$ cat config.mk
export PLATFORM = sky130hd
export DESIGN_NAME = alarm_trigger
export DESIGN_NICKNAME = d
export VERILOG_FILES = /design/src/rtl/alarm_pkg.sv /design/src/rtl/btn_edge.sv /design/src/rtl/alarm_trigger.sv
export SDC_FILE = /design/constraint.sdc
export NUM_CORES = 1
export LEC_CHECK = 0
export CORE_AREA = 8 8 86 88
export DETAILED_ROUTE_END_ITERATION = 10
export DIE_AREA = 0 0 94 96
export PLACE_DENSITY = 0.71
export SKIP_CTS_REPAIR_TIMING = 1
export SYNTH_ARGS = -nofsm -noshare
export SYNTH_HDL_FRONTEND = slang
export SYNTH_SLANG_ARGS = --single-unit
export TNS_END_PERCENT = 10
$ cat constraint.sdc
create_clock -name clk1khz -period 2.75 [get_ports clk1khz]
set_clock_uncertainty 0.15 [all_clocks]
set_input_delay 0.6875 -clock clk1khz [delete_from_list [all_inputs] [get_ports clk1khz]]
set_output_delay 0.6875 -clock clk1khz [all_outputs]
set_load 0.1 [all_outputs]
$ cat src/rtl/alarm_pkg.sv
// alarm_pkg: shared state encoding and default timing constants for the alarm trigger.
package alarm_pkg;
  localparam logic [1:0] ST_IDLE    = 2'd0;
  localparam logic [1:0] ST_RING    = 2'd1;
  localparam logic [1:0] ST_SNOOZE  = 2'd2;
  localparam logic [1:0] ST_LOCKOUT = 2'd3;
  typedef enum logic [1:0] {
    IDLE    = ST_IDLE,
    RING    = ST_RING,
    SNOOZE  = ST_SNOOZE,
    LOCKOUT = ST_LOCKOUT
  } state_t;
  localparam int DEF_TICKS_PER_SEC  = 1000;
  localparam int DEF_RING_SECONDS   = 60;
  localparam int DEF_SNOOZE_SECONDS = 300;
  localparam int DEF_MAX_SNOOZE     = 3;
endpackage

$ cat src/rtl/btn_edge.sv
// btn_edge: rising-edge detector for a debounced level button, one history register.
module btn_edge (
  input  logic clk1khz,
  input  logic rst,
  input  logic in,
  output logic rise
);
  logic r_prev;
  always_ff @(posedge clk1khz or posedge rst)
    if (rst) r_prev <= 1'b0;
    else     r_prev <= in;
  assign rise = in & ~r_prev;
endmodule

$ cat src/rtl/alarm_trigger.sv
// alarm_trigger: ring/snooze/lockout sequencer driven by an hour:minute alarm match.
module alarm_trigger
  import alarm_pkg::*;
#(
  parameter int TICKS_PER_SEC  = DEF_TICKS_PER_SEC,
  parameter int RING_SECONDS   = DEF_RING_SECONDS,
  parameter int SNOOZE_SECONDS = DEF_SNOOZE_SECONDS,
  parameter int MAX_SNOOZE     = DEF_MAX_SNOOZE
) (
  input  logic       clk1khz,
  input  logic       rst,
  input  logic       enable,
  input  logic [4:0] cur_hour,
  input  logic [5:0] cur_min,
  input  logic [4:0] alm_hour,
  input  logic [5:0] alm_min,
  input  logic       stop_btn,
  input  logic       snooze_btn,
  output logic       on,
  output logic       snoozing
);
  localparam logic [31:0] RING_LAST = 32'(RING_SECONDS * TICKS_PER_SEC - 1);
  localparam logic [31:0] SNZ_LAST  = 32'(SNOOZE_SECONDS * TICKS_PER_SEC - 1);
  localparam logic [7:0]  SNZ_MAX   = 8'(MAX_SNOOZE);
  state_t      r_state;
  logic [31:0] r_cnt;
  logic [7:0]  r_snz;
  logic        w_match, w_stop, w_snooze, w_snz_ok;
  assign w_match  = enable && cur_hour == alm_hour && cur_min == alm_min;
  assign w_snz_ok = w_snooze && r_snz < SNZ_MAX;
  btn_edge u_stop (.clk1khz(clk1khz), .rst(rst), .in(stop_btn), .rise(w_stop));
  btn_edge u_snz  (.clk1khz(clk1khz), .rst(rst), .in(snooze_btn), .rise(w_snooze));
  // The duration counter restarts on every transition; each branch that moves state clears it.
  always_ff @(posedge clk1khz or posedge rst)
    if (rst) begin
      r_state <= IDLE;
      r_cnt   <= '0;
      r_snz   <= '0;
    end else if (!enable) begin
      r_state <= IDLE;
      r_cnt   <= '0;
      r_snz   <= '0;
    end else begin
      r_cnt <= r_cnt + 32'd1;
      case (r_state)
        IDLE:
          if (w_match) begin
            r_state <= RING;
            r_cnt   <= '0;
            r_snz   <= '0;
          end
        RING:
          if (w_stop) begin
            r_state <= LOCKOUT;
            r_cnt   <= '0;
          end else if (w_snz_ok) begin
            r_state <= SNOOZE;
            r_cnt   <= '0;
            r_snz   <= r_snz + 8'd1;
          end else if (r_cnt == RING_LAST) begin
            r_state <= LOCKOUT;
            r_cnt   <= '0;
          end
        SNOOZE:
          if (w_stop) begin
            r_state <= LOCKOUT;
            r_cnt   <= '0;
          end else if (r_cnt == SNZ_LAST) begin
            r_state <= RING;
            r_cnt   <= '0;
          end
        default:
          if (!w_match) begin
            r_state <= IDLE;
            r_cnt   <= '0;
          end
      endcase
    end
  assign on       = r_state == RING;
  assign snoozing = r_state == SNOOZE;
endmodule

==> impl_metrics.ini <==
[status]
status = completed

[clock_network]
htreeDepth = 2
cts_root_buffer = clkbuf_8
numCtsBuffers = 5
clk_latency_ns = 0.30
clk_path_buf_depth = 2
cts.reportedPaths.clkPinSlew_ns = 0.09
cts_sinks = 44
cts_tree = built

[setup_path]
arrival_ns = 2.49
startpoint_type = flip-flop
required_ns = 2.79
crit_type = reg2reg
crit_fanout = 32
cp-end-kind = flip-flop

[synth]
synth_warnings = 0
synth-seq-cells = 44
synth_top_area_share_pct = 47.08
synth_fa_ha_area_share_pct = 1.070
synth_compound_gate_area_share_pct = 5.939
synth_area_leaders = dfrtp_1 (47%), xnor2_1 (7.9%), xor2_1 (7.5%)
yosysMostFrequentCell = dfrtp_1
ys_types = 38
syn_avg_cell_area_um2 = 9.951
synth_top_family_by_area = simple AND/OR/NAND/NOR gates
syn_inst = 235
yosysTopAreaCell = dfrtp_1
async_flop_share_pct = 100.0
synth_xor_area_share_pct = 15.36
synthFlopType = dfrtp_1
synth.top_cells.by_count = dfrtp_1 (44), nor2_1 (42), xnor2_1 (21)
synthSimpleGateAreaFrac_pct = 27.18
yosysSeqAreaShare_pct = 47.08
synth_nets = 264
synth_edf_count = 0
synth_area_um2 = 2338
synthMuxAreaShare_pct = 0.9096

[grt]
grt_pass1_wl_um = 8238
track_usage_pct = 11.19
antenna_found_initial = 0
grt_max_degree = 45
grt_pass1_vias = 1729
grt_remaining_overflow = 0

[route]
vias = 1743
dr.first_iter.drc_count = 132
drc = 0
drt_pass1_iterations = 4
wl_um = 4553
vias_per_cell = 5.023
ant_nets = 0
wl_per_cell_um = 13.12

[final_layout]
area_growth_pct = 21.99
stdcell_count = 347
nets = 298
drive_above_1_share_pct = 8.889
antennaDiodeCount = 0

[worst_hold_path]
hp-class = reg2reg

[floorplan]
placementRows = 29
initial_utilization_pct = 38.36
die_height_um = 96
pin_count = 29
die_w_um = 94
dieArea_um2 = 9024
core-area_um2 = 6096

[sta]
setup_violations = 0
grt_setup_unrepaired = no
fin_crit_sh_pct = 88.95
max_freq_mhz = 408.8
min_period_ns = 2.446
worstMarginPinSlew_ns = 0.5428
hold_viol = 0
finalSetupTns_ns = 0
relSlewSlack_pct = 63.82
finalMaxSlewViolations = 0

[power_and_ir_drop]
comb_power_share_pct = 24.0
powerDensity_nw_per_um2 = 574.4
pwr-share-seq_pct = 44.0
clkPwrFrac_pct = 32.0
ir_worst_vdd_mv = 0.2897
leakage_nw = 1.188
power_switching_mw = 0.5025
internal-power_mw = 1.136
sw_frac_of_total_pct = 30.67

[job]
maxCapViolations = 0

[place]
dp.cells = 339
io_buffers = 28
dp_hpwl_um = 3303
globalplace.congestion = 0.7840
layout by cell type (no fill, tap or decap), types with 3 or more instances in the layout:
cell type,Yosys,final
nor3_1,6,6
clkbuf_8,0,6
and3_1,9,9
nand3_1,13,13
xnor2_1,21,21
xor2_1,20,20
nor2_1,42,42
dfrtp_1,44,44
buf_4,0,5
clkdlybuf4s50_1,0,26
o21a_1,3,3
nand2_1,16,16
nand4_1,11,11
nor4_1,6,6
and2_1,5,5
flip-flops by register name, indices dropped and copies added, names as in the netlist:
| name | count |
|---|---|
| u_snz.r_prev | 1 |
| r_cnt | 32 |
| r_state | 2 |
| u_stop.r_prev | 1 |
| r_snz | 8 |
cell type report:
| type | instances | area (um^2) |
|---|---|---|
| well taps | 77 | 96.34 |
| clock inverters | 2 | 38.79 |
| fillers | 573 | 3243 |
| multi-input cells | 182 | 1185 |
| inverters | 3 | 11.26 |
| repair buffers | 33 | 337.8 |
| clock buffers | 6 | 82.58 |
| flip-flops and latches | 44 | 1101 |
power by group through the flow:
stage,sequential [mW],clock (mW),combinational (mW)
after global routing,0.727,0.572,0.429
after global placement,0.732,0,0.391
final,0.721,0.525,0.392
after floorplan,0.710,0,0.307
after CTS,0.721,0.545,0.398
after detailed placement,0.734,0,0.396
layer usage:
metal / track usage [%] / share of wire [%] / vias to the layer above
met3: 2.574 / 3.0 / 7
met4: 4.888 / 1.8 / 0
met5: 0 / 0 / -
met1: 14.27 / 48 / 839
met2: 17.79 / 48 / 16
li1: - / - / 881
cell families after synthesis:
kind of cell | count (synthesis)
AND/OR/NAND/NOR | 124
flip-flops | 44
XOR/XNOR | 41
AO/OA/AOI/OAI | 13
buffers and inverters | 9
multiplexers | 2
adder cells (fa/ha/maj) | 2
path summary, 6_finish.rpt:
kind,startpoint,end,slack [ns],cells past startpoint
worst max-delay path,r_cnt[16]$_DFF_PP0_,r_cnt[16]$_DFF_PP0_,0.30,7
worst min-delay path,r_snz[6]$_DFFE_PP0P_,r_snz[6]$_DFFE_PP0P_,0.34,1
worst max register to register,r_cnt[16]$_DFF_PP0_,r_cnt[16]$_DFF_PP0_,0.30,7
worst min register to register,r_snz[6]$_DFFE_PP0P_,r_snz[6]$_DFFE_PP0P_,0.34,1
max in group asynchronous,rst,r_state[0]$_DFFE_PP0P_,1.41,3
min in group asynchronous,rst,r_snz[7]$_DFFE_PP0P_,0.67,3
stage by stage:
step | utilization [%] | power [mW] | hold WS, ns | area (um^2) | setup WS [ns]
floorplan | - | 1.017 | 0.3049 | 2344 | 0.1932
global placement | 44.81 | 1.122 | 0.3198 | 2731 | 0.05880
detailed placement | 44.81 | 1.130 | 0.3228 | 2731 | 0.03611
CTS | 46.80 | 1.665 | 0.3478 | 2853 | 0.2428
global route | 46.80 | 1.729 | 0.3567 | 2853 | 0.02724
finish | 46.80 | 1.639 | 0.3419 | 2853 | 0.3039
critical path: stages, from the launching register on:
cell and delay, ns:
dfrtp_1 0.45, nor4_1 0.36, nand3_1 0.19, nor4_1 0.51, o21ai_1 0.20, o21ai_4 0.19, buf_12 0.20, nor2_1 0.07
(Power assumes the default switching activity.)
